==> src/rtl/uart_rx_fifo.sv <==
// UART receiver on a single clock: 2-flop synchroniser, mid-bit sampling FSM,
// optional parity and 1/2 stop bits, feeding a first-word-fall-through FIFO.
module uart_rx_fifo #(
  parameter int CLKS_PER_BIT = 434,
  parameter int DATA_BITS    = 8,
  parameter int PARITY       = 0,
  parameter int STOP_BITS    = 1,
  parameter int FIFO_DEPTH   = 4
) (
  input  logic                          clk,
  input  logic                          reset,
  input  logic                          rx_i,
  output logic [DATA_BITS-1:0]          rx_data,
  output logic                          rx_frame_err,
  output logic                          rx_parity_err,
  output logic                          rx_valid,
  input  logic                          rx_ready,
  output logic                          overrun,
  input  logic                          clr_overrun,
  output logic                          busy,
  output logic [$clog2(FIFO_DEPTH):0]   fifo_count
);
  localparam int   CW      = $clog2(CLKS_PER_BIT);
  localparam int   BW      = $clog2(DATA_BITS + 1);
  localparam int   PW      = $clog2(FIFO_DEPTH);
  localparam int   NW      = PW + 1;
  localparam int   EW      = DATA_BITS + 2;
  localparam logic PAR_EXP = (PARITY == 1);

  typedef enum logic [2:0] {S_IDLE, S_START, S_DATA, S_PARITY, S_STOP} state_t;

  state_t               state, state_next;
  logic                 rx_meta, rx_s;
  logic [CW-1:0]        clk_cnt;
  logic [BW-1:0]        bit_cnt;
  logic [DATA_BITS-1:0] shift_reg;
  logic                 frame_err_r, parity_err_r;
  logic                 tick, push;

  always_ff @(posedge clk or posedge reset) begin
    if (reset) begin
      rx_meta <= 1'b1;
      rx_s    <= 1'b1;
    end else begin
      rx_meta <= rx_i;
      rx_s    <= rx_meta;
    end
  end

  always_ff @(posedge clk or posedge reset) begin
    if (reset) state <= S_IDLE;
    else       state <= state_next;
  end

  always_comb begin
    state_next = state;
    push       = 1'b0;
    if (state == S_START) tick = (clk_cnt == CW'(CLKS_PER_BIT / 2 - 1));
    else                  tick = (clk_cnt == CW'(CLKS_PER_BIT - 1));
    case (state)
      S_IDLE:   if (!rx_s) state_next = S_START;
      S_START:  if (tick) state_next = rx_s ? S_IDLE : S_DATA;
      S_DATA:   if (tick && bit_cnt == BW'(DATA_BITS - 1))
                  state_next = (PARITY != 0) ? S_PARITY : S_STOP;
      S_PARITY: if (tick) state_next = S_STOP;
      S_STOP:   if (tick && bit_cnt == BW'(STOP_BITS - 1)) begin
                  push       = 1'b1;
                  state_next = S_IDLE;
                end
      default:  state_next = S_IDLE;
    endcase
  end

  // Data shifts in from the top so the first (LSB) bit lands at bit 0 after DATA_BITS samples.
  always_ff @(posedge clk or posedge reset) begin
    if (reset) begin
      clk_cnt      <= '0;
      bit_cnt      <= '0;
      shift_reg    <= '0;
      frame_err_r  <= 1'b0;
      parity_err_r <= 1'b0;
    end else begin
      case (state)
        S_IDLE: begin
          clk_cnt      <= '0;
          bit_cnt      <= '0;
          frame_err_r  <= 1'b0;
          parity_err_r <= 1'b0;
        end
        S_DATA: begin
          clk_cnt <= tick ? '0 : clk_cnt + CW'(1);
          if (tick) begin
            shift_reg <= {rx_s, shift_reg[DATA_BITS-1:1]};
            bit_cnt   <= (bit_cnt == BW'(DATA_BITS - 1)) ? '0 : bit_cnt + BW'(1);
          end
        end
        S_PARITY: begin
          clk_cnt <= tick ? '0 : clk_cnt + CW'(1);
          if (tick) parity_err_r <= ((^shift_reg) ^ rx_s) != PAR_EXP;
        end
        S_STOP: begin
          clk_cnt <= tick ? '0 : clk_cnt + CW'(1);
          if (tick) begin
            frame_err_r <= frame_err_r | ~rx_s;
            bit_cnt     <= bit_cnt + BW'(1);
          end
        end
        default: clk_cnt <= tick ? '0 : clk_cnt + CW'(1);
      endcase
    end
  end

  assign busy = (state != S_IDLE);

  logic [EW-1:0] mem [FIFO_DEPTH];
  logic [EW-1:0] word_in, head, last_q;
  logic [PW-1:0] wr_ptr, rd_ptr;
  logic [NW-1:0] count;
  logic          full, pop, wr_en, drop;

  assign word_in = {frame_err_r | ~rx_s, parity_err_r, shift_reg};
  assign full    = (count == NW'(FIFO_DEPTH));
  assign pop     = rx_valid & rx_ready;
  assign wr_en   = push & (~full | pop);
  assign drop    = push & full & ~pop;

  always_ff @(posedge clk) begin
    if (wr_en) mem[wr_ptr] <= word_in;
  end

  always_ff @(posedge clk or posedge reset) begin
    if (reset) begin
      wr_ptr  <= '0;
      rd_ptr  <= '0;
      count   <= '0;
      last_q  <= '0;
      overrun <= 1'b0;
    end else begin
      if (wr_en) wr_ptr <= wr_ptr + PW'(1);
      if (pop) begin
        rd_ptr <= rd_ptr + PW'(1);
        last_q <= mem[rd_ptr];
      end
      count <= count + NW'(wr_en) - NW'(pop);
      if (drop)             overrun <= 1'b1;
      else if (clr_overrun) overrun <= 1'b0;
    end
  end

  // When empty, the outputs keep showing the most recently consumed word.
  assign head          = (count != '0) ? mem[rd_ptr] : last_q;
  assign rx_data       = head[DATA_BITS-1:0];
  assign rx_parity_err = head[DATA_BITS];
  assign rx_frame_err  = head[DATA_BITS+1];
  assign rx_valid      = (count != '0);
  assign fifo_count    = count;
endmodule

==> config.mk <==
export PLATFORM = sky130hd
export DESIGN_NAME = uart_rx_fifo
export DESIGN_NICKNAME = d
export VERILOG_FILES = /design/src/rtl/uart_rx_fifo.sv
export SDC_FILE = /design/constraint.sdc
export NUM_CORES = 1
export LEC_CHECK = 0
export CAP_MARGIN = 20
export CORE_ASPECT_RATIO = 0.7
export CORE_MARGIN = 2
export CORE_UTILIZATION = 53
export DETAILED_ROUTE_END_ITERATION = 10
export GPL_TIMING_DRIVEN = 1
export PLACE_DENSITY = 0.75
export SLEW_MARGIN = 20
export SYNTH_ARGS = -nofsm -noshare
export SYNTH_HDL_FRONTEND = slang
export SYNTH_SLANG_ARGS = --single-unit
export TNS_END_PERCENT = 100
==> constraint.sdc <==
create_clock -name clk -period 2.66 [get_ports clk]
set_input_delay 0.532 -clock clk [delete_from_list [all_inputs] [get_ports clk]]
set_output_delay 0.532 -clock clk [all_outputs]
set_load 0.005 [all_outputs]
==> flow_metrics.env <==
export IMPL_crit_fanout=5
export IMPL_reg_top3="mem: 40 flops, last_q: 10 flops, clk_cnt: 9 flops"
export IMPL_finalCriticalPeriod_ns=2.59
export IMPL_firstDrtPassIters=4
export IMPL_synth_seq_cells=86
export IMPL_cp_data_arrival_time_ns=2.82
export IMPL_worst_pin_slew_ns=0.682
export IMPL_core_area_sq_um=6880
export IMPL_met3_length_microns=237
export IMPL_fmax_ghz=0.387
export IMPL_synth_async_reset_ratio=0.535
export IMPL_fin_setup_tns_ns=0
export IMPL_start_util=0.558
export IMPL_p_leak_uw=0.00205
export IMPL_io_pins=21
export IMPL_p_per_area_nw_per_um2=492
export IMPL_slew_violations=0
export IMPL_viasPerCell=5.36
export IMPL_grt_usage=0.188
export IMPL_synthCells=259
export IMPL_drc=0
export IMPL_cp_slowest_cell="dfrtp_1"
export IMPL_drtAntennaViolNets=0
export IMPL_cp_end_kind="register"
export IMPL_synth_top_cell_area_share=0.313
export IMPL_fin_nets=326
export IMPL_pwr_share_clk=0.374
export IMPL_cts_buffers=9
export IMPL_ys_top_cells_by_area="edfxtp_1, dfrtp_1, mux2_2"
export IMPL_seq_power_share=0.614
export IMPL_gp_congestion=0.785
export IMPL_period_share=0.972
export IMPL_critPathKind="reg -> reg"
export IMPL_grt_max_degree=23
export IMPL_first_global_vias=2158
export IMPL_path_clk_slew_ns=0.08
export IMPL_cts_buffer_depth=2
export IMPL_synthesis_area_sq_um=3840
export IMPL_ys_top_cells_by_count="dfrtp_1, edfxtp_1, mux2_2"
export IMPL_ir_drop_v=0.000280
export IMPL_globalRouteOverflowTotal=0
export IMPL_wl_mm=6.60
export IMPL_htreeDepth=3
export IMPL_top_register="mem"
export IMPL_wl_met1_mm=3.28
export IMPL_chipWidth_microns=106
export IMPL_finalHoldViolCount=0
export IMPL_wl_per_cell_microns=16.1
export IMPL_final_setup_skew_ns=0.00988
export IMPL_clk_latency_ns=0.35
export IMPL_cpPeakStageDelay_ns=0.43
export IMPL_yosysMostFrequentCell="dfrtp_1"
export IMPL_rsz0062_at_grt="true"
export IMPL_io_buffers=20
export IMPL_combPwrFrac=0.011
export IMPL_die_h_microns=75.2
export IMPL_drive_gt1_frac=0.310
export IMPL_largest_reg_flops=40
export IMPL_synth_flop_cell="dfrtp_1"
export IMPL_yosys_warnings=0
export IMPL_cts_root_buf="clkbuf_8"
export IMPL_status="complete, no violations"
export IMPL_p_sw_frac=0.199
export IMPL_maxCapViolations=0
export IMPL_clkSinkCount=86
export IMPL_area_growth_pct=19.5
export IMPL_power_internal_uw=1810
export IMPL_crit_chain="nand4bb_1 -> o21bai_4 -> nor4b_4 -> inv_1 -> ha_1 -> inv_1 -> ha_1 -> inv_1 -> fa_2 -> xnor2_2 -> xnor2_1"
export IMPL_dp_hpwl_mm=4.59
export IMPL_power_uw=2260
export IMPL_design_die_area_sq_um=7950
export IMPL_synth_cell_type_count=50
export IMPL_yosys_area_top_type="edfxtp_1"
export IMPL_antenna_found_initial=0
export IMPL_core_rowCount=25
export IMPL_syn_num_nets=274
export IMPL_crit_required_ns=2.89
export IMPL_routed_top_layer="met4"
export IMPL_hold_buffers=0
export IMPL_hp_class="reg -> reg"
export IMPL_dr_wl_met2_mm=3.00
export IMPL_grt_pass1_wl_mm=11.0
export IMPL_avgSynthCellArea_sq_um=14.8
export IMPL_slew_headroom=0.542
export IMPL_synth_edff_count=40
export IMPL_vias=2197
export IMPL_setup_viol_count_final=0
export IMPL_p_sw_uw=449
export IMPL_cpMostUsedCell="inv_1"
export IMPL_synth_yosys_seq_area_share=0.613
export IMPL_drt_iter0_drc=115
export IMPL_cts_tree="yes"
export IMPL_cp_start_kind="register"
export IMPL_num_fill_cells=503
export IMPL_antennaDiodeCount=0
==> stage by stage <==
| stage | area, sq um | std cells | hold slack (ns) | util | setup WS (ns) |
|---|---|---|---|---|---|
| floorplan | 3860 | 259 | 0.345 | - | -0.0711 |
| global placement | 4320 | 387 | 0.346 | 0.627 | -0.0467 |
| detailed placement | 4320 | 387 | 0.349 | 0.627 | -0.164 |
| CTS | 4540 | 408 | 0.362 | 0.659 | 0.0481 |
| global route | 4590 | 410 | 0.366 | 0.667 | -0.0708 |
| finish | 4590 | 410 | 0.361 | 0.667 | 0.0747 |
==> cells in the final DEF (no fill, tap or decap), drive strengths merged, types with 2 or more instances in the layout <==
cell,instances
nor4b,3
nand4,4
a21oi,7
nand2b,4
dfrtp,44
ha,9
o21ai,4
dlygate4sd2,10
mux2,29
a31oi,2
nor2,13
inv,15
or3,2
nor3b,2
dfstp,2
clkbuf,13
nor3,6
and2,7
edfxtp,40
xnor2,12
nor2b,2
clkinv,2
nand4bb,2
buf,30
xor2,8
nand3,3
a21o,2
clkdlybuf4s50,10
mux4,10
nand2,6
==> cell families after synthesis <==
family | Yosys count | synth area share
adders and majority gates | 10 | 0.0345
and+or+nand+nor | 57 | 0.0945
DFF | 86 | 0.613
buffers and inverters | 23 | 0.0261
AOI/OAI and AO/OA | 24 | 0.0414
muxes | 39 | 0.145
xor gates and xnor gates | 20 | 0.0456
==> worst paths after layout <==
check | start | endpoint | depth (start not counted) | slack (ns)
min in group asynchronous | reset | state[0] | 2 | 0.38
min | rx_meta | rx_s | 0 | 0.36
max reg2reg | clk_cnt[2] | fifo_count[2] | 11 | 0.07
max | clk_cnt[2] | fifo_count[2] | 11 | 0.07
max in group asynchronous | reset | rx_meta | 3 | 1.72
min reg2reg | rx_meta | rx_s | 0 | 0.36
==> repair_timing <==
action | 4_1_cts | 5_1_grt
pin swaps | 5 | 3
gates resized for setup | 12 | 4
buffers inserted | 5 | 2
setup endpoints to repair | 11 | 2
==> layout make-up <==
cell class	instances	area (sq um)	share of cell area
Clock buffer	13	169	0.0368
Clock inverter	3	16.3	0.00355
Inverter	14	52.6	0.0115
Multi-Input combinational cell	150	1450	0.316
Sequential cell	86	2360	0.513
Tap cell	94	118	0.0256
Timing Repair Buffer	50	425	0.0927
==> worst max-delay path: cells and delay by family (launching register included) <==
family / cells / cell delay (ns)
buffers and inverters: 3 / 0.18
and+or+nand+nor: 2 / 0.55
xor gates and xnor gates: 2 / 0.28
DFF: 1 / 0.43
adders and majority gates: 3 / 0.76
AOI/OAI and AO/OA: 1 / 0.27
==> routing by layer <==
metal / vias to the layer above / GRT usage
met5: - / 0
met2: 40 / 0.277
li1: 1047 / -
met4: 0 / 0.0746
met1: 1102 / 0.269
met3: 8 / 0.0519
==> power groups by stage <==
stage,Combinational [uW],Sequential (uW),Clock (uW)
CTS,27.2,1390,871
global route,29.7,1390,924
detailed placement,27.1,1410,0
floorplan,13.5,1410,0
finish,25.8,1390,844
global placement,26.9,1410,0
(Power assumes the default switching activity.)
